[src/rtl/mem_access_unit.sv]
// Data-memory sequencer for the register bank: LOAD/STORE/PUSH/POP over a
// single-port synchronous RAM with bounds-checked addressing and SP update.
module mem_access_unit #(
  parameter int REGISTER_LENGTH = 32,
  parameter int ADDR_WIDTH      = 32,
  parameter int MEM_DEPTH       = 8192,
  parameter int READ_LATENCY    = 1,
  parameter int STACK_LIMIT     = 6144,
  parameter int USER_STACK      = 8191
) (
  input  logic                       fast_clock,
  input  logic                       reset,
  input  logic                       start,
  input  logic [1:0]                 op,
  input  logic [ADDR_WIDTH-1:0]      address,
  input  logic [REGISTER_LENGTH-1:0] store_data,
  input  logic [REGISTER_LENGTH-1:0] current_SP,
  input  logic [REGISTER_LENGTH-1:0] mem_rdata,
  output logic [ADDR_WIDTH-1:0]      mem_addr,
  output logic [REGISTER_LENGTH-1:0] mem_wdata,
  output logic                       mem_we,
  output logic                       mem_re,
  output logic [REGISTER_LENGTH-1:0] data_from_memory,
  output logic [REGISTER_LENGTH-1:0] new_SP,
  output logic                       busy,
  output logic                       done,
  output logic                       fault
);

  typedef enum logic [1:0] {S_IDLE, S_ISSUE, S_WAIT, S_DONE} state_t;

  localparam logic [1:0] OP_LOAD  = 2'd0;
  localparam logic [1:0] OP_STORE = 2'd1;
  localparam logic [1:0] OP_PUSH  = 2'd2;
  localparam logic [1:0] OP_POP   = 2'd3;

  localparam logic [2:0]                 RL_LAST  = 3'(READ_LATENCY);
  localparam logic [ADDR_WIDTH-1:0]      DEPTH_A  = ADDR_WIDTH'(MEM_DEPTH);
  localparam logic [REGISTER_LENGTH-1:0] DEPTH_R  = REGISTER_LENGTH'(MEM_DEPTH);
  localparam logic [REGISTER_LENGTH-1:0] LIMIT_R  = REGISTER_LENGTH'(STACK_LIMIT);
  localparam logic [REGISTER_LENGTH-1:0] USTACK_R = REGISTER_LENGTH'(USER_STACK);
  localparam logic [REGISTER_LENGTH-1:0] ONE_R    = REGISTER_LENGTH'(1);

  state_t state, state_d;

  logic [1:0]                 op_q, op_d;
  logic [REGISTER_LENGTH-1:0] spq, spq_d;
  logic                       flt_q, flt_d;
  logic [2:0]                 cnt, cnt_d;

  logic [ADDR_WIDTH-1:0]      addr_d;
  logic [REGISTER_LENGTH-1:0] wdata_d, dfm_d, sp_d, sp_fin;
  logic                       we_d, re_d, busy_d, done_d, fault_d;

  logic [ADDR_WIDTH-1:0]      ea;
  logic                       flt;

  // Effective address and refusal are decided from the live inputs in the
  // accept cycle so the strobe can be registered straight into ISSUE.
  always_comb begin
    ea  = address;
    flt = 1'b0;
    unique case (op)
      OP_LOAD, OP_STORE: begin
        ea  = address;
        flt = (address >= DEPTH_A);
      end
      OP_PUSH: begin
        ea  = ADDR_WIDTH'(current_SP);
        flt = (current_SP < LIMIT_R) || (current_SP >= DEPTH_R);
      end
      OP_POP: begin
        ea  = ADDR_WIDTH'(current_SP + ONE_R);
        flt = (current_SP >= USTACK_R);
      end
    endcase
  end

  always_comb begin
    sp_fin = spq;
    if (!flt_q) begin
      if (op_q == OP_PUSH)     sp_fin = spq - ONE_R;
      else if (op_q == OP_POP) sp_fin = spq + ONE_R;
    end
  end

  always_ff @(posedge fast_clock) begin
    if (!reset) state <= S_IDLE;
    else        state <= state_d;
  end

  always_comb begin
    state_d = state;
    unique case (state)
      S_IDLE:  if (start) state_d = S_ISSUE;
      S_ISSUE: state_d = (!flt_q && (op_q == OP_LOAD || op_q == OP_POP)) ? S_WAIT : S_DONE;
      S_WAIT:  if (cnt == RL_LAST) state_d = S_DONE;
      S_DONE:  state_d = S_IDLE;
    endcase
  end

  always_comb begin
    op_d    = op_q;
    spq_d   = spq;
    flt_d   = flt_q;
    cnt_d   = cnt;
    addr_d  = mem_addr;
    wdata_d = mem_wdata;
    dfm_d   = data_from_memory;
    sp_d    = new_SP;
    we_d    = 1'b0;
    re_d    = 1'b0;
    busy_d  = busy;
    done_d  = 1'b0;
    fault_d = fault;
    unique case (state)
      S_IDLE: begin
        sp_d = current_SP;
        if (start) begin
          op_d    = op;
          spq_d   = current_SP;
          flt_d   = flt;
          busy_d  = 1'b1;
          fault_d = 1'b0;
          if (!flt) begin
            addr_d = ea;
            if (op == OP_STORE || op == OP_PUSH) begin
              we_d    = 1'b1;
              wdata_d = store_data;
            end else begin
              re_d = 1'b1;
            end
          end
        end
      end
      S_ISSUE: begin
        if (state_d == S_WAIT) begin
          cnt_d = 3'd1;
        end else begin
          done_d  = 1'b1;
          fault_d = flt_q;
          sp_d    = sp_fin;
        end
      end
      S_WAIT: begin
        if (cnt == RL_LAST) begin
          dfm_d   = mem_rdata;
          done_d  = 1'b1;
          fault_d = 1'b0;
          sp_d    = sp_fin;
        end else begin
          cnt_d = cnt + 3'd1;
        end
      end
      S_DONE: begin
        busy_d  = 1'b0;
        fault_d = 1'b0;
        cnt_d   = 3'd0;
      end
    endcase
  end

  always_ff @(posedge fast_clock) begin
    if (!reset) begin
      op_q             <= OP_LOAD;
      spq              <= '0;
      flt_q            <= 1'b0;
      cnt              <= 3'd0;
      mem_addr         <= '0;
      mem_wdata        <= '0;
      mem_we           <= 1'b0;
      mem_re           <= 1'b0;
      data_from_memory <= '0;
      new_SP           <= USTACK_R;
      busy             <= 1'b0;
      done             <= 1'b0;
      fault            <= 1'b0;
    end else begin
      op_q             <= op_d;
      spq              <= spq_d;
      flt_q            <= flt_d;
      cnt              <= cnt_d;
      mem_addr         <= addr_d;
      mem_wdata        <= wdata_d;
      mem_we           <= we_d;
      mem_re           <= re_d;
      data_from_memory <= dfm_d;
      new_SP           <= sp_d;
      busy             <= busy_d;
      done             <= done_d;
      fault            <= fault_d;
    end
  end

endmodule

[config.mk]
export PLATFORM = sky130hd
export DESIGN_NAME = mem_access_unit
export DESIGN_NICKNAME = d
export VERILOG_FILES = /design/src/rtl/mem_access_unit.sv
export SDC_FILE = /design/constraint.sdc
export NUM_CORES = 1
export LEC_CHECK = 0
export ABC_AREA = 1
export BUFFER_PORTS_ARGS = -buffer_cell sky130_fd_sc_hd__buf_2
export CORE_UTILIZATION = 50
export CTS_CLUSTER_SIZE = 10
export DETAILED_ROUTE_END_ITERATION = 8
export PLACE_DENSITY_LB_ADDON = 0.1
export RECOVER_POWER = 100
export SKIP_CTS_REPAIR_TIMING = 1
export SLEW_MARGIN = 15
export SYNTH_ARGS = -nofsm -noshare
export SYNTH_HDL_FRONTEND = slang
export SYNTH_SLANG_ARGS = --single-unit
[constraint.sdc]
create_clock -name fast_clock -period 5.4 [get_ports fast_clock]
set_clock_uncertainty 0.05 [all_clocks]
set_input_delay 0.54 -clock fast_clock [delete_from_list [all_inputs] [get_ports fast_clock]]
set_output_delay 0.54 -clock fast_clock [all_outputs]
set_load 0.03 [all_outputs]
# == After elaboration in Yosys (flattened, before gate mapping) ==
# Cells that the tools add are included.
# op_classes
add_sub_neg,4
n_reduce_logical,21
muxes,26
order_cmp,4
bitwise_logic,4
eq_ne,15
# op_table
op,n
$pmux 32 s3,2
$mux 32,5
$add 32x1->32 const B,2
$ge 32x14->1 const B,2
$ge 32x13->1 const B,1
$lt 32x13->1 const B,1
$sub 32x1->32 const B,1
$eq 2x2->1 const B,7
$reduce_and 3->1,4
$ne 2x2->1 const B,5
$mux 1,9
$pmux 3 s3,1
$pmux 2 s4,1
$logic_not 2->1,3
$mux 3,2
$reduce_and 2->1,3
$reduce_bool 3->1,2
$eq 2x1->1 const B,2
$mux 2,2
$not 1->1,4
$pmux 1 s2,2
$pmux 1 s4,1
$reduce_and 4->1,1
$reduce_or 4->1,1
other kinds (8),10
# word_totals
register_bits,173

# == Logic depth before layout (Yosys ltp) ==
# Gate-level depths: netlist (run 1).
# depth
depth_word,8
depth_mapped,14
mapped_depth_nobuf,14

# == Worst setup path after synthesis (run 1) ==
# OpenSTA, ideal clock, no wires.
# synth_path
path_kind,input port to flip-flop
from,input op[0]
to,register mem_wdata[13]
path_slack_ns,3.421
setup_ns,0.113
n_path_buf,3
path_stages,10
t_arrival_ns,1.816
cell_sequence,inv_1 ha_1 clkbuf_1 nor2_1 a21oi_1 nand4_2 buf_12 buf_6 nor2_1 nor2_1
# synth_between
elab_chain_cells,5
elab_cells_between_ends,9
classes_between,eq/ne: 3; mux: 1; bitwise: 1; reduce/logical: 4
# synth_rtl
element,line,text
start: declaration,14,"input logic [1:0] op,"
$eq 2x1->1 or $logic_not 2->1 (tied branches),"63, 127",
$reduce_or 2->1,63,unique case (op)
$pmux 1 s3,63,
$not 1->1 (no source line),--,
$reduce_and 4->1 (no source line) (*),--,
end signal: assignment,184,mem_wdata <= wdata_d;
end: declaration,20,"output logic [REGISTER_LENGTH-1:0] mem_wdata,"
# Mark *: on every way between the ends. The rest lies on a longest branch, timed or not.
# A chain may end at the register's enable or synchronous reset.

# == Worst setup path in the final report (run 1) ==
# layout_path
from,register state[0]
to,register mem_wdata[28]
# layout_between
elab_chain_cells,2
# layout_rtl
element,line,text
start: declaration,44,"state_t state, state_d;"
start signal: assignment,89,else state <= state_d;
$logic_not 2->1,116,unique case (state)
$reduce_and 4->1 (no source line),--,
# Every way passes these cells.

==> metrics.txt, run 1 <==
outcome finished with violations; violated checks capacitance limit, slew limit; Mean Syn Cell Area 6.47 sq um; Clk Latency, worst-skew pair 0.44 ns; Via Count 9749; CP Max Fanout 65; DIE AREA 18700 sq um; HP Start store_data[5]; Clock Power Share 23.3%; endpoints failing hold 0; DRC viols 0; WL/cell 15.1 um; Worst path slowest cell clkbuf_1; count leader, synth nand2_1; Initial Utilization 51.8%; Mapped Cells 1399; layout cells sized above 1 12.6%; Top delay family on crit path buffers and inverters; IO Port Bufs 265; clock-pin slew on the worst setup and hold paths 0.07 ns; CTS root buffer clkbuf_16; num rows 48; TritonCTS Sinks 173; fmax 251 MHz; synthesized area 9050 sq um; # IOs 266; final worst setup slack 1.41 ns; crit path from state[0]$_SDFF_PN0_; total gr overflow 0; Top Usage Layer GRT met2; Total Routed Length 28000 um; NumNets Final 1759; top_reg_cell synth dfxtp_1; Slew Limit Fails 134; Via density 5.26; switching power 2.51 mW; pre-CTS setup slack 2.00 ns; PD cells 494 nW/um^2; hold_ws 0.277 ns; CTS tree yes; H-tree levels 4; Post-Syn Nets 1546; min Tclk post-route 3.99 ns; setup violators final 0; Tot Pwr 5.31 mW; reg2reg start state[0]$_SDFF_PN0_; TritonCTS Buffers 17; top post-synthesis cells by area dfxtp_1 (38%), nand2_1 (14%), nor2_1 (9.9%); Yosys top cell by area dfxtp_1; Worst IR Drop VDD 0.303 mV; Critical Path End Type flip-flop; type of the worst min-delay path input pin to flip-flop; vias in the first global route 8775; Core ar. 17500 sq um; critical path's largest stage delay 1.51 ns; final setup TNS 0 ns; number of synthesis warnings 0; crit-path most repeated cell nand2_1; GR Layer Usage met2 48.3%; first-pass GRT wire length 43900 um; DP Cell Count 1818; Die X 137 um; Post-DP HPWL 20300 um; RePlAce Congestion 0.970; Comb pwr share 43.7%; area delta synth->final 18.8%; DRT iter0 DRCs 722; ys async rst share 0%; pin count of the biggest net entering global routing 83; Yosys top cell area share 38.2%; Post-synth EDFFs 0; max_cap viols 2; crit path cell chain inv_1 -> ha_1 -> nand2_1 -> clkbuf_1 -> a21oi_1 -> nand4_4 -> nand2_1 -> nand2_1 -> nor2_1; final antenna-violating net count 0; GR met3 Demand/Resource 8.70%; top post-synthesis cells by count nand2_1 (326), nor2_1 (238), dfxtp_1 (173), inv_1 (131), a21oi_1 (118); Max Buffers Root-to-Sink 2; antenna violations before repair 2; Tightest Pin Transition 3.49 ns; GR Util All Layers 30.4%; Arrival @ worst endpoint 4.26 ns; Initial DRT Pass Iterations 5; Reg2Reg Setup Slack 1.41 ns; Core Util, Final 61.5%; Final Cell Area 10800 sq um; Max-slew headroom -133%; internal power 2.80 mW; RSZ-0062 raised after global routing no; Worst EP required 5.67 ns; CP Buf/Inv Count 2; Finished Layout Cells 1852; met1 usage 39.6%; synthesized flop and latch total 173; Setup CP Type flip-flop to flip-flop; crit start category flip-flop; sequential share of power 33.0%; die height 137 um; Cell variety after synth 40; Post-DP Area 10300 sq um; register area share after synthesis 38.2%; leakage 4.94 nW; sw frac 47.3%; crit share post-route 73.8%
==> worst min-delay path, cell delays in order <==
cell	delay (ns)
buf_2	0.08
nor2_2	0.03
nor2_1	0.07
==> worst paths after layout <==
check | depth (start not counted) | endpoint
worst max-delay path | 9 | mem_wdata[28]$_SDFFE_PN0P_
worst min-delay path | 3 | mem_wdata[5]$_SDFFE_PN0P_
worst max register to register | 9 | mem_wdata[28]$_SDFFE_PN0P_
worst min register to register | 2 | mem_addr[28]$_SDFFE_PN0P_
==> cells in the final DEF (no fill, tap or decap), types with 3 or more instances in the layout <==
| cell | count |
|---|---|
| clkbuf_16 | 17 |
| o211ai_1 | 8 |
| o31ai_1 | 4 |
| o21ai_0 | 94 |
| clkinv_2 | 3 |
| nor3_1 | 11 |
| nand2_1 | 327 |
| clkbuf_1 | 135 |
| nor2_2 | 22 |
| nand4_1 | 21 |
| dfxtp_1 | 173 |
| xnor2_1 | 3 |
| clkinv_4 | 3 |
| nor2_1 | 238 |
| nand3_1 | 117 |
| buf_2 | 132 |
| xor2_1 | 6 |
| inv_8 | 3 |
| clkinv_8 | 6 |
| nand3_2 | 4 |
| ha_1 | 14 |
| buf_4 | 4 |
| a22oi_1 | 8 |
| inv_1 | 132 |
| a21oi_1 | 118 |
==> cells by family (layout without fill, tap and decap cells) <==
group | Yosys count | count (layout) | synth area share, %
fa+ha+maj | 14 | 14 | 1.93
xor+xnor | 9 | 9 | 0.871
other cells | 0 | 2 | 0
buf+inv | 211 | 437 | 9.92
simple gates | 749 | 749 | 34.8
flops | 173 | 173 | 38.2
compound gates | 243 | 243 | 14.2
==> layer usage <==
| layer | up-vias | share of wire (%) | wire length [um] |
|---|---|---|---|
| met1 | 4431 | 43 | 12100 |
| li1 | 4913 | - | - |
| met3 | 44 | 8.2 | 2310 |
| met2 | 361 | 46 | 13000 |
| met4 | 0 | 2.4 | 667 |
| met5 | - | 0 | 0 |
==> registers in the layout (all words and copies together), names as in the netlist <==
name              count
mem_wdata            32
done                  1
busy                  1
mem_re                1
op_q                  2
state                 2
mem_addr             32
data_from_memory     32
spq                  32
flt_q                 1
new_SP               32
fault                 1
cnt                   3
mem_we                1
==> cell type report <==
| cell class | instances | area, sq um |
|---|---|---|
| Fill cell | 1817 | 6720 |
| Multi-Input combinational cell | 1015 | 4700 |
| Sequential cell | 173 | 3460 |
| Timing Repair Buffer | 271 | 1200 |
| Inverter | 134 | 505 |
| Clock buffer | 17 | 425 |
| Tap cell | 225 | 282 |
| Clock inverter | 15 | 179 |
| Antenna cell | 2 | 5.00 |
==> power groups by stage <==
| stage | registers, mW | logic (mW) | clock network [mW] |
|---|---|---|---|
| 2_1_floorplan | 2.00 | 1.46 | 0 |
| 3_3_place_gp | 1.76 | 2.33 | 0 |
| 3_5_place_dp | 1.77 | 2.35 | 0 |
| 4_1_cts | 1.74 | 2.36 | 1.26 |
| 5_1_grt | 1.79 | 2.59 | 1.31 |
| 6_report | 1.75 | 2.32 | 1.24 |
Power figures use the tool's default switching activity.
==> run 2: changes to the inputs <==
==> constraint.sdc (replaced) <==
create_clock -name fast_clock -period 3.94 [get_ports fast_clock]
set_clock_uncertainty 0.05 [all_clocks]
set_input_delay 0.394 -clock fast_clock [delete_from_list [all_inputs] [get_ports fast_clock]]
set_output_delay 0.394 -clock fast_clock [all_outputs]
set_load 0.03 [all_outputs]
==> run 2 against run 1 <==
  * The run still ends with capacitance limit, slew limit left
  * First-iteration DRC count rose by 4.2%
  * Clock power rose by 44%
  * Critical path type unchanged
  * Register-to-register slack got worse by 0.47 ns
  * Flip-flop and latch count did not move
  * Critical endpoint is now cnt[0]$_SDFFE_PN0P_
  * Count of clock-buffer cells in the layout did not move
  * Routed wire length fell by 1.6%
  * Global-route usage fell by 0.79 points
==> metrics.txt, run 2 (synthesis results as in run 1) <==
outcome finished with violations; violated checks capacitance limit, slew limit; final setup TNS 0 ns (unchanged); die height 137 um (unchanged); internal power 3.92 mW (+40%); area delta synth->final 19.5%; NumNets Final 1765 (+0.34%); Core Util, Final 61.9% (+0.34 points); most frequent cells in the layout nand2_1 (327), nor2_1 (239), dfxtp_1 (173); CP Max Fanout 38 (-42%); num rows 48 (unchanged); PD cells 679 nW/um^2 (+38%); crit path cell chain inv_1 -> ha_1 -> buf_4 -> nand2_1 -> clkbuf_1 -> nand2_1 -> nor2_1 -> inv_1 -> a21oi_1 -> nor2_1; Post-DP HPWL 19800 um (-2.4%); H-tree levels 4 (unchanged); Clock Power Share 24.2% (+0.9 points); switching power 3.43 mW (+36%); CP Buf/Inv Count 4 (+2); Worst EP required 4.21 ns (-1.46 ns); crit share post-route 76.2% (+2.3 points); endpoints failing hold 0 (unchanged); DRT iter0 DRCs 752 (+4.2%); # IOs 266 (unchanged); Initial Utilization 51.8% (unchanged); Total Routed Length 27600 um (-1.6%); DIE AREA 18700 sq um (unchanged); pin count of the biggest net entering global routing 111 (+34%); CTS tree yes; Die X 137 um (unchanged); commonest non-fill, non-tap cell in the layout nand2_1; final antenna-violating net count 0 (unchanged); Slew Limit Fails 111 (-17%); vias in the first global route 8812 (+0.42%); Worst path slowest cell clkbuf_1; critical path's largest stage delay 1.05 ns (-0.46 ns); clock-pin slew on the worst setup and hold paths 0.08 ns (about the same); crit start category flip-flop; DRC viols 0 (unchanged); min Tclk post-route 3.00 ns (-0.987 ns); leakage 4.98 nW (+0.77%); first-pass GRT wire length 43400 um (-1.2%); CTS root buffer clkbuf_16; IO Port Bufs 265 (unchanged); sw frac 46.6% (-0.68 points); Core ar. 17500 sq um (unchanged); layout cells sized above 1 12.7% (+0.14 points); Max-slew headroom -38.6% (+94 points); total gr overflow 0 (unchanged); Clk Latency, worst-skew pair 0.43 ns (about the same); GR Util All Layers 29.6% (-0.79 points); Top delay family on crit path buffers and inverters; Setup CP Type flip-flop to flip-flop; Initial DRT Pass Iterations 5 (unchanged); Critical Path End Type flip-flop; fmax 333 MHz (+33%); RePlAce Congestion 0.957 (-1.4%); sequential share of power 32.6% (-0.4 points); max_cap viols 1 (-1); setup violators final 0 (unchanged); Arrival @ worst endpoint 3.27 ns (-0.99 ns); type of the worst min-delay path input pin to flip-flop; antenna violations before repair 1 (-1); Tightest Pin Transition 2.08 ns (-1.41 ns); TritonCTS Sinks 173 (unchanged); TritonCTS Buffers 17 (unchanged); WL/cell 14.9 um (-1.8%); RSZ-0062 raised after global routing no; Via Count 9795 (+0.47%); Worst IR Drop VDD 0.380 mV (+25%); Via density 5.27 (+0.20%); Comb pwr share 43.2% (-0.5 points); Max Buffers Root-to-Sink 2 (unchanged)
run 2: path summary, 6_finish.rpt:
check                                                from  slack (ns)  cells after the start                   endpoint
worst min-delay path                        store_data[1]        0.13                      3  mem_wdata[1]$_SDFFE_PN0P_
worst max-delay path                  state[0]$_SDFF_PN0_        0.94                     10        cnt[0]$_SDFFE_PN0P_
worst max register to register        state[0]$_SDFF_PN0_        0.94                     10        cnt[0]$_SDFFE_PN0P_
worst min register to register  mem_addr[27]$_SDFFE_PN0P_        0.41                      2  mem_addr[27]$_SDFFE_PN0P_
run 2: layout make-up:
cell class | count | area (sq um)
Antenna cell | 1 | 2.50
Clock buffer | 17 | 425
Clock inverter | 15 | 210
Fill cell | 1767 | 6660
Inverter | 134 | 504
Multi-Input combinational cell | 1015 | 4700
Sequential cell | 173 | 3460
Tap cell | 225 | 282
Timing Repair Buffer | 277 | 1230
run 2: metal layers:
| layer | global-route usage [%] | routed length [um] | vias up |
|---|---|---|---|
| met2 | 47.5 | 12600 | 379 |
| li1 | - | - | 4933 |
| met5 | 0 | 0 | - |
| met1 | 39.2 | 12000 | 4434 |
| met4 | 10.9 | 722 | 0 |
| met3 | 6.04 | 2240 | 49 |
run 2: worst register-to-register path, cell delays in order (launching register included):
cell and delay [ns]:
dfxtp_1 0.43, inv_1 0.09, ha_1 0.19, buf_4 0.25
nand2_1 0.15, clkbuf_1 1.05, nand2_1 0.12, nor2_1 0.26
inv_1 0.12, a21oi_1 0.13, nor2_1 0.05
run 2: power groups by stage:
stage                     clock (mW)  combinational (mW)  sequential (mW)
final                           1.78                3.17             2.40
after detailed placement           0                3.21             2.42
after floorplan                    0                2.01             2.74
after global placement             0                3.19             2.41
after CTS                       1.80                3.23             2.38
after global routing            1.87                3.54             2.44
run 2: through the flow:
step | area [sq um] | total power, mW | setup slack [ns] | hold WS (ns) | instances
6_report | 10800 | 7.35 | 0.939 | 0.127 | 1857
5_1_grt | 10800 | 7.86 | 0.541 | 0.124 | 1856
2_1_floorplan | 9050 | 4.74 | 1.97 | 0.394 | 1399
4_1_cts | 11000 | 7.42 | 1.18 | 0.116 | 1856
3_5_place_dp | 10400 | 5.63 | 0.728 | 0.395 | 1824
3_3_place_gp | 10400 | 5.60 | 0.842 | 0.389 | 1824
==> run 3: changes to the inputs <==
==> constraint.sdc (replaced) <==
create_clock -name fast_clock -period 3 [get_ports fast_clock]
set_clock_uncertainty 0.05 [all_clocks]
set_input_delay 0.3 -clock fast_clock [delete_from_list [all_inputs] [get_ports fast_clock]]
set_output_delay 0.3 -clock fast_clock [all_outputs]
set_load 0.03 [all_outputs]
==> run 3 against run 2 <==
  * The flow now finishes without violations
  * Critical path depth grew 2
  * Cell area grew 0.27%
  * Utilization grew 0.16 points
  * Die area is the same
  * Fmax grew 16%
  * Critical path type unchanged
  * Via count shrank 0.94%
  * Largest cell class unchanged
  * Critical endpoint is now new_SP[16]$_SDFFE_PN0P_
==> metrics.txt, run 3 (synthesis results as in run 1) <==
Post-DP HPWL 20100 um (+1.4%); Final Cell Area 10800 sq um (+0.27%); TritonCTS Sinks 173 (unchanged); Core Util, Final 62.1% (+0.16 points); most frequent cells in the layout nand2_1 (326), nor2_1 (240), dfxtp_1 (173); layout cells sized above 1 13.2% (+0.50 points); Setup CP Type flip-flop to flip-flop; Layout fillers 1711 (-3.2%); DIE AREA 18700 sq um (unchanged); final antenna-violating net count 0 (unchanged); antenna violations before repair 1 (unchanged); crit path cell chain inv_1 -> ha_1 -> inv_1 -> nor2_1 -> inv_1 -> o21ai_0 -> nand3_1 -> nand3b_1 -> clkbuf_4 -> nor2_1 -> nand2_1 -> a21oi_1; DRT iter0 DRCs 646 (-14%); final worst setup slack 0.423 ns (-0.516 ns); endpoints failing hold 0 (unchanged); area delta synth->final 19.8%; Core ar. 17500 sq um (unchanged); CP Max Fanout 50 (+32%); crit start category flip-flop; Worst IR Drop VDD 0.573 mV (+51%); commonest non-fill, non-tap cell in the layout nand2_1; min Tclk post-route 2.58 ns (-0.424 ns); Die X 137 um (unchanged); first-pass GRT wire length 43000 um (-0.73%); outcome completed; hold_ws 0.0355 ns (-0.0914 ns); Finished Layout Cells 1864 (+0.38%); Via density 5.21 (-1.3%); setup violators final 0 (unchanged); crit share post-route 85.9% (+9.7 points); total gr overflow 0 (unchanged); max_cap viols 0 (-1); Slew Limit Fails 0 (-100%); pin count of the biggest net entering global routing 111 (unchanged); GR Util All Layers 29.4% (-0.22 points); Critical Path End Type flip-flop; PD cells 880 nW/um^2 (+30%); CTS root buffer clkbuf_16; Tightest Pin Transition 1.06 ns (-1.02 ns); WL/cell 14.7 um (-1.3%); Post-DP Area 10500 sq um (+0.87%); num rows 48 (unchanged); # IOs 266 (unchanged); Tot Pwr 9.55 mW (+30%); Total Routed Length 27300 um (-0.89%); clock-pin slew on the worst setup and hold paths 0.07 ns (about the same); crit-path most repeated cell inv_1; DP Cell Count 1831 (+0.38%); critical path's largest stage delay 0.50 ns (-0.55 ns); Clk Latency, worst-skew pair 0.43 ns (about the same); type of the worst min-delay path input pin to flip-flop; pre-CTS setup slack 0.429 ns (-0.300 ns); Via Count 9703 (-0.94%); Max Buffers Root-to-Sink 2 (unchanged); Worst path slowest cell clkbuf_4; DRC viols 0 (unchanged); final setup TNS 0 ns (unchanged); Arrival @ worst endpoint 2.83 ns (-0.44 ns); Initial Utilization 51.8% (unchanged); RePlAce Congestion 0.966 (+0.98%); Initial DRT Pass Iterations 6 (+1); H-tree levels 4 (unchanged); Max-slew headroom 29.6% (+68 points); TritonCTS Buffers 17 (unchanged); RSZ-0062 raised after global routing no; leakage 5.00 nW (+0.46%); fmax 388 MHz (+16%); IO Port Bufs 265 (unchanged); die height 137 um (unchanged); vias in the first global route 8768 (-0.50%); NumNets Final 1772 (+0.40%); CTS tree yes; Worst EP required 3.25 ns (-0.96 ns)
-- run 3: changes by cell type in the layout (fill, tap and decap cells not counted), moves of 3 or more --
cell and delta:
buf_4 +8, clkbuf_2 -3, clkinv_8 -5, clkinvlp_4 +3
-- run 3: path summary, 6_finish.rpt --
| kind | slack, ns | end | startpoint | depth (start not counted) |
|---|---|---|---|---|
| max | 0.42 | new_SP[16]$_SDFFE_PN0P_ | state[0]$_SDFF_PN0_ | 12 |
| min | 0.04 | mem_wdata[29]$_SDFFE_PN0P_ | store_data[29] | 3 |
| max reg2reg | 0.42 | new_SP[16]$_SDFFE_PN0P_ | state[0]$_SDFF_PN0_ | 12 |
| min reg2reg | 0.40 | mem_addr[21]$_SDFFE_PN0P_ | mem_addr[21]$_SDFFE_PN0P_ | 2 |
-- run 3: per-layer routing --
layer / up-vias / routed length (um) / track usage [%]
met5: - / 0 / 0
met4: 0 / 746 / 10.7
met3: 51 / 2000 / 6.19
met2: 337 / 12700 / 47.3
met1: 4376 / 11900 / 38.7
li1: 4939 / - / -
-- run 3: area by class of cell --
cell class | count | area [sq um] | share of cell area (%)
clock inverter | 13 | 121 | 1.12
inverter | 134 | 504 | 4.65
clock buffer | 19 | 453 | 4.18
tap | 225 | 282 | 2.60
antenna | 1 | 2.50 | 0.0231
sequential | 173 | 3460 | 31.9
timing repair buffer | 284 | 1320 | 12.2
multi-input combinational | 1015 | 4700 | 43.3
-- run 3: worst max-delay path: cells and delay by family, from the launching register on --
family	cells	cell delay, ns
AOI/OAI and AO/OA	2	0.38
adders and majority gates	1	0.23
buffers and inverters	4	0.73
DFF	1	0.37
and+or+nand+nor	5	0.67
-- run 3: where the power goes --
part | switching (mW) | total, mW | internal, mW
combinational | 3.01 | 4.23 | 1.21
clock | 1.04 | 2.18 | 1.14
sequential | 0.399 | 3.14 | 2.74
total | 4.45 | 9.55 | 5.10
